$ cat src/rtl/data_mem_arbiter.sv
// Arbiter between the CPU load/store port and the debug loader for one single-port data memory.
// It runs one transaction at a time, waits out the read latency and returns a one-cycle ack to the owner.
module data_mem_arbiter #(
    parameter int ADDR_W  = 10,
    parameter int DATA_W  = 32,
    parameter int MEM_LAT = 1
) (
    input  logic              clk,
    input  logic              reset,
    input  logic              cpu_req,
    input  logic              cpu_wen,
    input  logic [ADDR_W-1:0] cpu_addr,
    input  logic [DATA_W-1:0] cpu_wdata,
    output logic [DATA_W-1:0] cpu_rdata,
    output logic              cpu_ack,
    input  logic              dbg_req,
    input  logic              dbg_wen,
    input  logic [ADDR_W-1:0] dbg_addr,
    input  logic [DATA_W-1:0] dbg_wdata,
    output logic [DATA_W-1:0] dbg_rdata,
    output logic              dbg_ack,
    output logic              mem_en,
    output logic              mem_wen,
    output logic [ADDR_W-1:0] mem_addr,
    output logic [DATA_W-1:0] mem_wdata,
    input  logic [DATA_W-1:0] mem_rdata,
    output logic              busy,
    output logic              owner
);

    typedef enum logic [1:0] {
        ST_IDLE   = 2'd0,
        ST_ACCESS = 2'd1,
        ST_WAIT   = 2'd2,
        ST_DONE   = 2'd3
    } state_t;

    localparam logic [1:0] WAIT_LOAD = 2'(MEM_LAT - 1);

    state_t            state_r, state_s;
    logic [1:0]        wait_cnt_r, wait_cnt_s;
    logic              prio_r, prio_s;
    logic              wen_r, wen_s;

    logic              req_any_s;
    logic              grant_dbg_s;
    logic              sel_wen_s;
    logic [ADDR_W-1:0] sel_addr_s;
    logic [DATA_W-1:0] sel_wdata_s;

    logic              mem_en_s, mem_wen_s, cpu_ack_s, dbg_ack_s, busy_s, owner_s;
    logic [ADDR_W-1:0] mem_addr_s;
    logic [DATA_W-1:0] mem_wdata_s, cpu_rdata_s, dbg_rdata_s;

    // Arbitration: prio_r names the requester that wins a tie (0 = CPU)
    always_comb begin
        req_any_s = cpu_req | dbg_req;
        if (cpu_req && dbg_req) begin
            grant_dbg_s = prio_r;
        end else if (dbg_req) begin
            grant_dbg_s = 1'b1;
        end else begin
            grant_dbg_s = 1'b0;
        end
        if (grant_dbg_s) begin
            sel_wen_s   = dbg_wen;
            sel_addr_s  = dbg_addr;
            sel_wdata_s = dbg_wdata;
        end else begin
            sel_wen_s   = cpu_wen;
            sel_addr_s  = cpu_addr;
            sel_wdata_s = cpu_wdata;
        end
    end

    // State register with latched request type and round-robin pointer
    always_ff @(posedge clk) begin
        if (reset) begin
            state_r    <= ST_IDLE;
            wait_cnt_r <= 2'd0;
            prio_r     <= 1'b0;
            wen_r      <= 1'b0;
        end else begin
            state_r    <= state_s;
            wait_cnt_r <= wait_cnt_s;
            prio_r     <= prio_s;
            wen_r      <= wen_s;
        end
    end

    // Next-state logic
    always_comb begin
        state_s    = state_r;
        wait_cnt_s = wait_cnt_r;
        prio_s     = prio_r;
        wen_s      = wen_r;
        case (state_r)
            ST_IDLE: begin
                if (req_any_s) begin
                    state_s = ST_ACCESS;
                    prio_s  = ~grant_dbg_s;
                    wen_s   = sel_wen_s;
                end else begin
                    state_s = ST_IDLE;
                end
            end
            ST_ACCESS: begin
                if (wen_r) begin
                    state_s = ST_DONE;
                end else begin
                    state_s    = ST_WAIT;
                    wait_cnt_s = WAIT_LOAD;
                end
            end
            ST_WAIT: begin
                if (wait_cnt_r == 2'd0) begin
                    state_s = ST_DONE;
                end else begin
                    wait_cnt_s = wait_cnt_r - 2'd1;
                end
            end
            ST_DONE: begin
                state_s = ST_IDLE;
            end
            default: begin
                state_s = ST_IDLE;
            end
        endcase
    end

    // Output next values: every output is computed one cycle ahead and registered
    always_comb begin
        mem_en_s    = 1'b0;
        mem_wen_s   = 1'b0;
        mem_addr_s  = mem_addr;
        mem_wdata_s = mem_wdata;
        cpu_ack_s   = 1'b0;
        dbg_ack_s   = 1'b0;
        cpu_rdata_s = cpu_rdata;
        dbg_rdata_s = dbg_rdata;
        owner_s     = owner;
        busy_s      = (state_s != ST_IDLE);
        case (state_r)
            ST_IDLE: begin
                if (req_any_s) begin
                    mem_en_s    = 1'b1;
                    mem_wen_s   = sel_wen_s;
                    mem_addr_s  = sel_addr_s;
                    mem_wdata_s = sel_wdata_s;
                    owner_s     = grant_dbg_s;
                end else begin
                    mem_en_s = 1'b0;
                end
            end
            ST_ACCESS: begin
                if (wen_r) begin
                    cpu_ack_s = ~owner;
                    dbg_ack_s = owner;
                end else begin
                    cpu_ack_s = 1'b0;
                end
            end
            ST_WAIT: begin
                // Final wait cycle: read data is valid on mem_rdata now
                if (wait_cnt_r == 2'd0) begin
                    cpu_ack_s = ~owner;
                    dbg_ack_s = owner;
                    if (owner) begin
                        dbg_rdata_s = mem_rdata;
                    end else begin
                        cpu_rdata_s = mem_rdata;
                    end
                end else begin
                    cpu_ack_s = 1'b0;
                end
            end
            ST_DONE: begin
                mem_en_s = 1'b0;
            end
            default: begin
                mem_en_s = 1'b0;
            end
        endcase
    end

    // Output registers
    always_ff @(posedge clk) begin
        if (reset) begin
            mem_en    <= 1'b0;
            mem_wen   <= 1'b0;
            mem_addr  <= '0;
            mem_wdata <= '0;
            cpu_ack   <= 1'b0;
            dbg_ack   <= 1'b0;
            cpu_rdata <= '0;
            dbg_rdata <= '0;
            owner     <= 1'b0;
            busy      <= 1'b0;
        end else begin
            mem_en    <= mem_en_s;
            mem_wen   <= mem_wen_s;
            mem_addr  <= mem_addr_s;
            mem_wdata <= mem_wdata_s;
            cpu_ack   <= cpu_ack_s;
            dbg_ack   <= dbg_ack_s;
            cpu_rdata <= cpu_rdata_s;
            dbg_rdata <= dbg_rdata_s;
            owner     <= owner_s;
            busy      <= busy_s;
        end
    end

endmodule

$ cat config.mk
export PLATFORM = sky130hd
export DESIGN_NAME = data_mem_arbiter
export DESIGN_NICKNAME = d
export VERILOG_FILES = /design/src/rtl/data_mem_arbiter.sv
export SDC_FILE = /design/constraint.sdc
export NUM_CORES = 1
export LEC_CHECK = 0
export CAP_MARGIN = 20
export CORE_MARGIN = 2
export CORE_UTILIZATION = 36
export DETAILED_ROUTE_END_ITERATION = 6
export PLACE_DENSITY = 0.77
export SETUP_SLACK_MARGIN = 0.1
export SLEW_MARGIN = 20
export SYNTH_ARGS = -nofsm -noshare
export SYNTH_HDL_FRONTEND = slang
export SYNTH_SLANG_ARGS = --single-unit
export TNS_END_PERCENT = 20
$ cat constraint.sdc
create_clock -name clk -period 1.4 [get_ports clk]
set_input_delay 0.14 -clock clk [delete_from_list [all_inputs] [get_ports clk]]
set_output_delay 0.14 -clock clk [all_outputs]
set_load 0.1 [all_outputs]
==> Yosys cells after proc, flatten, opt, wreduce, memory -nomap -nowiden <==
Index checks and enable logic that the tools add are counted.
{ "word_totals": {"reg_bits": 118, "out_inout_bits": 112, "elab_cells": 55} }
{ "classes": {"addsub": 1, "eq_ne": 5, "muxes": 19, "n_bitwise": 5, "n_reduce_logical": 11} }
{ "op_table": {"columns": ["cell", "n"], "rows": [
  ["2-to-1 mux 32 bit", 1],
  ["2-to-1 mux 1 bit", 10],
  ["2-to-1 mux 10 bit", 1],
  ["AND reduction 3 bit", 3],
  ["one-hot mux 2 bit (4 select lines)", 1],
  ["2-to-1 mux 2 bit", 3],
  ["== test 2 bit (second input constant)", 2],
  ["zero test 2 bit", 2],
  ["!= test 2 bit (second input constant)", 2],
  ["inverter 1 bit", 4],
  ["one-hot mux 1 bit (2 select lines)", 2],
  ["one-hot mux 2 bit (2 select lines)", 1],
  ["nonzero test 2 bit", 2],
  ["OR reduction 3 bit", 1],
  ["== test 2 x 1 -> 1 bit (second input constant)", 1],
  ["AND reduction 2 bit", 1],
  ["OR reduction 2 bit", 1],
  ["subtractor 2 x 1 -> 2 bit (second input constant)", 1],
  ["logical AND 1 bit", 1],
  ["bitwise OR 1 bit", 1]
]} }

==> Logic depth before layout (Yosys ltp) <==
Gate-level depths: netlist (run 1).
{ "depth": {"depth_word": 4, "depth_mapped": 8, "depth_no_buf": 5} }

==> Worst setup path before layout (run 1) <==
Ideal clock, no wire load.
{ "synth_timing": {"path_kind": "reg-to-reg", "startpoint": "reg owner", "endpoint": "reg dbg_rdata[0]", "setup_ns": 0.132, "arrival_time_ns": 1.707, "path_slack_ns": -0.440, "path_stages_with_launch": 5, "path_buffers": 1, "period_less_slack_ns": 1.840, "cell_sequence": "dfxtp_1 > nand3_1 > clkbuf_1 > nand2_1 > a21oi_1"} }
{ "synth_via": {"elab_chain_cells": 1} }
{ "synth_rtl": {"columns": ["item", "line", "text"], "rows": [
  ["start, declared", "28", "output logic owner"],
  ["start signal, assigned", "208", "owner <= owner_s;"],
  ["AND reduction 3 bit (no source line)", null, null],
  ["end signal, assigned", "207", "dbg_rdata <= dbg_rdata_s;"],
  ["end, declared", "20", "output logic [DATA_W-1:0] dbg_rdata,"]
]} }
Every way passes these cells.
A chain may end at the register's enable or synchronous reset.

==> Worst setup path in the final report (run 1) <==
{ "layout_timing": {"startpoint": "reg state_r[1]", "endpoint": "reg mem_addr[2]"} }
{ "layout_via": {"elab_chain_cells": 2} }
{ "layout_rtl": {"columns": ["item", "line", "text"], "rows": [
  ["start, declared", "40", "state_t state_r, state_s;"],
  ["start signal, assigned", "84", "state_r <= state_s;"],
  ["zero test 2 bit", "143", "case (state_r)"],
  ["AND reduction 2 bit (no source line)", null, null],
  ["end signal, assigned", "202", "mem_addr <= mem_addr_s;"],
  ["end, declared", "24", "output logic [ADDR_W-1:0] mem_addr,"]
]} }
Every way passes these cells.

==> results.py, run 1 <==
metrics = {
    "drt": {
        "drtIter0Drc": 453,
        "viasPerCell": 5.21,
        "wl_mm": 16.2,
        "via_count": 4775,
        "final_antenna_net_count": 0,
        "wl_per_cell_um": 17.7,
        "drc_errors": 0,
        "drt-pass1-iter-count": 4,
    },
    "setup_path": {
        "regToRegSetupSlack_ns": 0.007,
        "crit_start": "state_r[1]$_SDFF_PP0_",
        "timing.rr.start": "state_r[1]$_SDFF_PP0_",
        "crit_arrival_ns": 1.67,
        "start_kind": "register",
        "r2r_cells": 6,
        "end_kind": "register",
        "worst-path-max-fanout": 35,
        "required_ns": 1.68,
        "setup.worst_path.class": "register to register",
        "reg2reg_to": "mem_addr[2]$_SDFFE_PP0P_",
    },
    "pwr": {
        "finalPower_mw": 18.8,
        "power_density_mw_per_mm2": 2040,
        "p_leak_nw": 3.40,
        "ir_worst_vdd_v": 0.00161,
    },
    "sta": {
        "rsz0062_at_grt": "true",
        "fin_worst_skew_ns": 0.00613,
        "tightestPinTransition_ns": 0.379,
        "period_minus_slack_ns": 1.39,
        "setup_viol": 0,
        "final_hold_viol_count": 0,
        "relSlewSlack_pct": 74.6,
        "period_share_pct": 99.5,
        "setup_ws_ns": 0.00742,
        "max_freq_ghz": 0.718,
        "drv_slew": 0,
        "worst_hold_slack_ns": 0.318,
    },
    "cells_and_area": {
        "final_common_cell": "nand2_1",
        "fill_cells": 759,
        "diodes": 0,
        "layout_common_cells": "nand2_1, clkdlybuf4s50_1, buf_12, dfxtp_1, a21oi_1",
        "nNetsFinal": 863,
        "area_growth_pct": 104,
        "fin_area_mm2": 0.00920,
        "fin_cells": 916,
        "drive_above_1_share_pct": 31.3,
    },
    "worst_hold_path": {
        "min_path_type": "primary input to register",
        "hp-start": "mem_rdata[4]",
        "holdPathStages": 3,
        "min_to": "dbg_rdata[4]$_SDFFE_PP0P_",
    },
    "run_status": {
        "status": "finished, final reports clean",
    },
    "floorplanning": {
        "rows": 40,
        "dieWidth_um": 116,
        "initial_utilization_pct": 37.3,
        "io_pins": 234,
        "die_area_mm2": 0.0135,
        "coreArea_mm2": 0.0121,
        "die_height_um": 116,
    },
    "logic_synthesis": {
        "syn_area_mm2": 0.00452,
        "muxShareOfSynthArea_pct": 0.222,
        "synth_compound_area_share_pct": 19.3,
        "ys_ff_latch": 118,
        "async_reset_ff_share_pct": 0,
        "yosysWarnings": 0,
        "synth-xor-area-share_pct": 0,
        "ys_seq_area_share_pct": 52.3,
        "avgSynthCellArea_um2": 9.22,
        "synth-main-ff-cell": "dfxtp_1",
        "synth_fa_ha_area_share_pct": 1.39,
        "synth-edff-count": 0,
        "synth_top_area_share_pct": 52.3,
        "synth_top_family_by_area": "simple AND/OR/NAND/NOR gates",
        "yosysUniqueCellTypes": 37,
        "synth_fp_nets": 617,
        "synth_area_leaders": "dfxtp_1, nand2_1, a221o_1",
        "synth-simple-area-share_pct": 21.1,
        "yosysTopAreaCell": "dfxtp_1",
        "syn_inst": 490,
    },
    "placed_design": {
        "place.gp.congestion": 0.846,
        "dp_hpwl_mm": 11.5,
        "dp.cells": 874,
        "dp_slack_ns": -0.251,
        "numPortBuffers": 233,
        "place_area_mm2": 0.00827,
    },
    "clock_tree": {
        "clock_latency_ns": 0.40,
        "cts.htree.levels": 4,
        "tritoncts": "built",
        "clk_pin_slew_ns": 0.05,
        "cts.sinks": 118,
        "numCtsBuffers": 17,
        "cts_buffer_depth": 2,
        "cts-root-buf": "clkbuf_16",
    },
    "global_routing": {
        "grt_remaining_overflow": 0,
        "grt_pass1_wl_mm": 24.1,
        "grt_pass1_vias": 4767,
        "antenna_found_initial": 0,
        "grt_max_degree": 36,
        "grtUsageTotal_pct": 23.3,
    },
    "run": {
        "drv_cap": 0,
    },
}
-- per-stage QoR --
stage	utilization [%]	setup TNS, ns
3_5_place_dp	68.3	-18.48
5_1_grt	76.0	-1.73
3_3_place_gp	68.3	-10.88
6_report	76.0	0
4_1_cts	74.8	0
2_1_floorplan	-	0
-- final cells by class --
type                            instances  area [µm²]  share of cell area (%)
Tap cell                              168         210                    2.28
Sequential cell                       118        2370                    25.8
Multi-Input combinational cell        326        2140                    23.3
Inverter                                6        25.0                   0.272
Clock inverter                         12         151                    1.65
Timing Repair Buffer                  267        3850                    41.8
Clock buffer                           19         453                    4.92
-- sequential cells by signal, indices dropped and copies added, names as in the netlist --
name and flops:
wen_r 1, prio_r 1, mem_wen 1, dbg_rdata 32, busy 1, dbg_ack 1, mem_en 1, mem_wdata 32
owner 1, cpu_rdata 32, mem_addr 10, cpu_ack 1, wait_cnt_r 2, state_r 2
-- power breakdown --
part / internal (mW) / switching (mW)
Sequential: 4.00 / 0.693
Clock: 2.88 / 1.52
Combinational: 3.76 / 5.92
Total: 10.6 / 8.13
-- critical path: stages (launching register included) --
cell      delay, ns
dfxtp_2        0.36
inv_2          0.06
ha_4           0.17
nand2_2        0.09
a211oi_4       0.06
buf_12         0.19
a221o_1        0.33
-- worst max path at each step --
stage	end	slack, ns	depth (start not counted)
finish	mem_addr[2]$_SDFFE_PP0P_	0.007	6
global route	mem_wdata[17]$_SDFFE_PP0P_	-0.06	6
CTS	mem_wdata[30]$_SDFFE_PP0P_	0.02	6
detailed placement	dbg_rdata[7]$_SDFFE_PP0P_	-0.25	5
global placement	mem_addr[6]$_SDFFE_PP0P_	-0.15	5
floorplan	mem_wdata[31]$_SDFFE_PP0P_	0.05	2
-- layer usage --
layer	vias up	global-route usage (%)	routed length, µm
met5	-	0	0
met4	0	9.13	316
met3	33	7.06	1290
met2	236	42.2	8520
met1	2283	25.4	6100
li1	2223	-	-
-- cells in the mapped netlist (2+ instances only) --
cell type  instances
a21oi_1           70
a221o_1           42
buf_1              2
buf_2             21
buf_4              5
buf_6              4
clkbuf_1          10
dfxtp_1          118
ha_1               5
inv_1              6
nand2_1          131
nand2b_1           3
nand3b_1           2
nor2_1             4
nor2b_1            2
nor3b_1           44
-- logic make-up (layout without fill, tap and decap cells) --
logic type	Yosys count	in the layout
AOI/OAI and AO/OA	124	124
adders and majority gates	5	5
buffers and inverters	48	304
DFF	118	118
muxes	1	1
and+or+nand+nor	194	196
-- what timing repair did --
action                     4_1_cts  5_1_grt
pin swaps                       29       26
cloned                           3        1
hold endpoints to repair         1        0
hold buffers                     1        0
setup endpoints to repair      115      107
resized for setup               30       20
buffers inserted                 0        6
Power figures use the tool's default switching activity.
==> run 2: changes to the inputs <==
clock period = 1.1 ns   (was 1.4 ns; I/O delays follow)
==> results.py, run 2 (synthesis gave the netlist of run 1 again) <==
metrics = {
    "run_status": {
        "status": "finished with violations",
        "violations": "setup timing",
    },
    "floorplanning": {
        "dieWidth_um": 116,
        "initial_utilization_pct": 37.3,
        "die_area_mm2": 0.0135,
        "coreArea_mm2": 0.0121,
        "rows": 40,
        "die_height_um": 116,
        "io_pins": 234,
    },
    "clock_tree": {
        "hold_buffers": 0,
        "tritoncts": "built",
        "cts.sinks": 118,
        "cts.htree.levels": 4,
        "cts_buffer_depth": 2,
        "numCtsBuffers": 17,
        "cts-root-buf": "clkbuf_16",
        "clock_latency_ns": 0.41,
        "clk_pin_slew_ns": 0.06,
    },
    "drt": {
        "drtIter0Drc": 508,
        "wl_per_cell_um": 19.9,
        "viasPerCell": 5.39,
        "wl_mm": 18.5,
        "via_count": 5018,
        "drc_errors": 0,
        "drt-pass1-iter-count": 4,
        "final_antenna_net_count": 0,
    },
    "placed_design": {
        "place_area_mm2": 0.00839,
        "numPortBuffers": 233,
        "place.gp.congestion": 0.811,
        "dp_hpwl_mm": 11.3,
    },
    "sta": {
        "worst_hold_slack_ns": 0.154,
        "final_hold_viol_count": 0,
        "setup_viol": 119,
        "setup_ws_ns": -0.390,
        "rsz0062_at_grt": "true",
        "fin_worst_skew_ns": 0.0106,
        "final.setup.tns_ns": -29.40,
        "max_freq_ghz": 0.671,
        "period_minus_slack_ns": 1.49,
        "relSlewSlack_pct": 72.5,
        "period_share_pct": 135,
        "drv_slew": 0,
        "tightestPinTransition_ns": 0.408,
    },
    "run": {
        "drv_cap": 0,
    },
    "global_routing": {
        "grt_max_degree": 65,
        "grt_pass1_wl_mm": 25.6,
        "grt_pass1_vias": 4955,
        "grtUsageTotal_pct": 24.8,
        "grt_remaining_overflow": 0,
        "antenna_found_initial": 0,
    },
    "cells_and_area": {
        "reg_top3": "cpu_rdata: 32 flops, dbg_rdata: 32 flops, mem_wdata: 32 flops",
        "area_growth_pct": 115,
        "drive_above_1_share_pct": 49.4,
        "diodes": 0,
        "nNetsFinal": 877,
        "fin_area_mm2": 0.00971,
        "layout_common_cells": "buf_12, clkdlybuf4s50_1, nand2_1, dfxtp_2, a221o_1",
        "final_common_cell": "buf_12",
    },
    "pwr": {
        "p_leak_nw": 3.59,
        "power_density_mw_per_mm2": 2600,
        "ir_worst_vdd_v": 0.00159,
        "finalPower_mw": 25.3,
    },
    "worst_hold_path": {
        "holdPathStages": 3,
        "hp-start": "reset",
        "min_to": "prio_r$_SDFFE_PP0P_",
        "min_path_type": "primary input to register",
    },
    "setup_path": {
        "crit_buf_inv": 2,
        "cp_top_family": "flip-flops",
        "setup.worst_path.class": "register to register",
        "r2r_cells": 6,
        "worstPathCellList": "inv_4, ha_4, o21a_4, buf_16, nor3b_1, a221o_1",
        "timing.rr.start": "state_r[0]$_SDFF_PP0_",
        "regToRegSetupSlack_ns": -0.39,
        "crit_arrival_ns": 1.83,
        "start_kind": "register",
        "worst-path-max-fanout": 18,
        "required_ns": 1.44,
        "cp_slowest_cell": "dfxtp_2",
        "cpPeakStageDelay_ns": 0.35,
        "end_kind": "register",
        "reg2reg_to": "mem_wdata[21]$_SDFFE_PP0P_",
    },
}
-- run 2: changes by cell type in the layout (fill, tap and decap cells not counted), sizes merged, moves of 2 or more --
cell,previous run,this run
clkinv,4,7
and3,3,1
buf,145,158
clkbuf,20,22
-- run 2: repair_timing --
action                                  4_1_cts  5_1_grt
buffers inserted                              7        3
endpoints found under the setup margin      230      229
pin swaps                                     4       45
gates cloned                                  4        5
gates resized for setup                      45      100
-- run 2: through the flow --
step           util (%)  cells  worst slack, ns
6_report           80.2    931           -0.390
3_3_place_gp       69.3    881           -0.469
2_1_floorplan         -    490           -0.216
5_1_grt            80.2    931           -0.428
4_1_cts            76.9    923           -0.303
3_5_place_dp       69.3    881           -0.504
-- run 2: worst max-delay path by stage --
stage | from | endpoint | slack, ns | cells past startpoint
global placement | dbg_req | mem_wdata[20]$_SDFFE_PP0P_ | -0.47 | 5
finish | state_r[0]$_SDFF_PP0_ | mem_wdata[21]$_SDFFE_PP0P_ | -0.39 | 6
CTS | state_r[0]$_SDFF_PP0_ | mem_wdata[7]$_SDFFE_PP0P_ | -0.30 | 6
global route | state_r[1]$_SDFF_PP0_ | dbg_rdata[5]$_SDFFE_PP0P_ | -0.43 | 6
floorplan | wait_cnt_r[0]$_SDFFE_PP0P_ | dbg_rdata[0]$_SDFFE_PP0P_ | -0.22 | 8
detailed placement | dbg_req | mem_wdata[7]$_SDFFE_PP0P_ | -0.50 | 5
-- run 2: final cells by class --
type | count | area [µm²]
clock buffers | 17 | 425
repair buffers | 283 | 4120
flip-flops and latches | 118 | 2500
multi-input cells | 324 | 2220
well taps | 168 | 210
fillers | 628 | 2400
clock inverters | 15 | 205
inverters | 6 | 25.0
-- run 2: metal layers --
metal | up-vias | track usage, % | share of wire (%)
li1 | 2250 | - | -
met3 | 60 | 7.90 | 7.8
met4 | 0 | 13.6 | 4.1
met2 | 275 | 44.2 | 53
met5 | - | 0 | 0
met1 | 2433 | 25.8 | 35
-- run 2: worst register-to-register path, stage by stage (launching register included) --
cell and delay, ns:
dfxtp_2 0.35, inv_4 0.05, ha_4 0.17, o21a_4 0.16
buf_16 0.18, nor3b_1 0.33, a221o_1 0.19
-- run 2: where the power goes --
part	total (mW)	switching (mW)	internal, mW
Sequential	6.11	0.863	5.24
Clock	5.90	2.10	3.80
Combinational	13.3	7.96	5.31
==> run 3: changes to the inputs <==
CORE_ASPECT_RATIO = 0.6   (was not set)
==> results.py, run 3 (synthesis gave the netlist of run 1 again) <==
metrics = {
    "floorplanning": {
        "rows": 31,
        "coreArea_mm2": 0.0121,
        "die_height_um": 90.8,
        "initial_utilization_pct": 37.2,
        "die_area_mm2": 0.0135,
        "io_pins": 234,
        "dieWidth_um": 149,
    },
    "clock_tree": {
        "cts-root-buf": "clkbuf_16",
        "cts.htree.levels": 4,
        "numCtsBuffers": 17,
        "cts_buffer_depth": 2,
        "tritoncts": "built",
        "clock_latency_ns": 0.41,
        "clk_pin_slew_ns": 0.05,
        "cts.sinks": 118,
    },
    "setup_path": {
        "required_ns": 1.44,
        "worstPathCellList": "inv_4, ha_4, nand2_4, a211oi_4, buf_6, buf_6, a221o_1",
        "setup.worst_path.class": "register to register",
        "start_kind": "register",
        "cp_slowest_cell": "dfxtp_2",
        "end_kind": "register",
        "worst-path-max-fanout": 8,
        "cpPeakStageDelay_ns": 0.33,
        "crit_arrival_ns": 1.80,
        "cpMostUsedCell": "buf_6",
    },
    "drt": {
        "drc_errors": 0,
        "wl_per_cell_um": 21.8,
        "final_antenna_net_count": 0,
        "viasPerCell": 5.41,
        "drt-pass1-iter-count": 5,
        "via_count": 5114,
        "drtIter0Drc": 336,
        "wl_mm": 20.6,
    },
    "sta": {
        "period_minus_slack_ns": 1.46,
        "period_share_pct": 133,
        "drv_slew": 0,
        "fin_worst_skew_ns": 0.00787,
        "max_freq_ghz": 0.685,
        "worst_hold_slack_ns": 0.212,
        "setup_viol": 118,
        "setup_ws_ns": -0.360,
        "final.setup.tns_ns": -33.86,
        "relSlewSlack_pct": 77.1,
        "final_hold_viol_count": 0,
        "rsz0062_at_grt": "true",
        "tightestPinTransition_ns": 0.344,
    },
    "cells_and_area": {
        "fin_area_mm2": 0.00990,
        "drive_above_1_share_pct": 48.3,
        "final_common_cell": "buf_12",
        "nNetsFinal": 893,
        "area_growth_pct": 119,
        "fill_cells": 644,
        "reg_top3": "cpu_rdata: 32 flops, dbg_rdata: 32 flops, mem_wdata: 32 flops",
        "layout_common_cells": "buf_12, clkdlybuf4s50_1, nand2_1, dfxtp_2, a21oi_1",
    },
    "worst_hold_path": {
        "min_path_type": "primary input to register",
    },
    "run_status": {
        "status": "finished with violations",
        "violations": "setup timing",
    },
    "placed_design": {
        "numPortBuffers": 233,
        "place.gp.congestion": 0.860,
        "place_area_mm2": 0.00840,
        "dp_hpwl_mm": 12.0,
        "dp_slack_ns": -0.523,
    },
    "pwr": {
        "finalPower_mw": 25.1,
        "ir_worst_vdd_v": 0.00187,
        "power_density_mw_per_mm2": 2540,
        "p_leak_nw": 3.72,
    },
    "global_routing": {
        "grt_pass1_wl_mm": 27.8,
        "antenna_found_initial": 1,
        "grt_max_degree": 68,
        "grtUsageTotal_pct": 26.5,
        "grt_pass1_vias": 5075,
        "grt_remaining_overflow": 0,
    },
    "run": {
        "drv_cap": 0,
    },
}
==> run 3: cell count changes in the layout (fill, tap and decap cells not counted), moves of 6 or more <==
cell | previous run | this run
nand2_4 | 1 | 7
a21oi_2 | 30 | 21
a21oi_1 | 40 | 49
nand2_2 | 17 | 6
dfxtp_4 | 4 | 10
buf_6 | 4 | 19
==> run 3: final cells by class <==
class,count,area (µm²),share of cell area (%)
diodes,1,2.50,0.0253
clock buffers,23,478,4.83
clock inverters,9,100,1.01
inverters,6,27.5,0.278
multi-input cells,324,2180,22.0
flip-flops and latches,118,2520,25.5
well taps,165,206,2.09
repair buffers,299,4390,44.3
==> run 3: final timing paths <==
| path | depth (start not counted) | startpoint | end | slack (ns) |
|---|---|---|---|---|
| hold / removal | 3 | reset | mem_en$_SDFF_PP0_ | 0.21 |
| setup reg to reg | 7 | state_r[0]$_SDFF_PP0_ | mem_wdata[19]$_SDFFE_PP0P_ | -0.36 |
| hold reg to reg | 2 | dbg_rdata[31]$_SDFFE_PP0P_ | dbg_rdata[31]$_SDFFE_PP0P_ | 0.47 |
| setup / recovery | 7 | state_r[0]$_SDFF_PP0_ | mem_wdata[19]$_SDFFE_PP0P_ | -0.36 |
==> run 3: what timing repair did <==
| item | CTS | global route |
|---|---|---|
| gates cloned | 7 | 9 |
| resized for setup | 59 | 103 |
| hold endpoints to repair | 0 | 0 |
| hold buffers | 0 | 0 |
| pin swaps | 13 | 58 |
| setup endpoints to repair | 229 | 230 |
| buffers inserted | 3 | 12 |
==> run 3: per-stage QoR <==
stage,utilization (%),cells
finish,81.5,945
floorplan,-,490
global placement,69.2,881
CTS,77.5,923
detailed placement,69.2,881
global route,81.5,945
==> run 3: per-layer routing <==
metal | part of all wire, % | global-route usage, %
met1 | 41 | 33.5
met4 | 2.0 | 7.46
met5 | 0 | 0
met2 | 49 | 44.6
met3 | 7.7 | 7.17
==> run 3: power breakdown <==
group / internal, mW / switching [mW]
clock: 3.49 / 1.91
combinational: 5.47 / 8.15
sequential: 5.25 / 0.851
==> run 3: critical path, delay by kind of cell, from the launching register on <==
kind	cells	cell delay (ns)
simple gates	1	0.06
compound gates	2	0.41
flops	1	0.33
fa+ha+maj	1	0.18
buf+inv	3	0.40
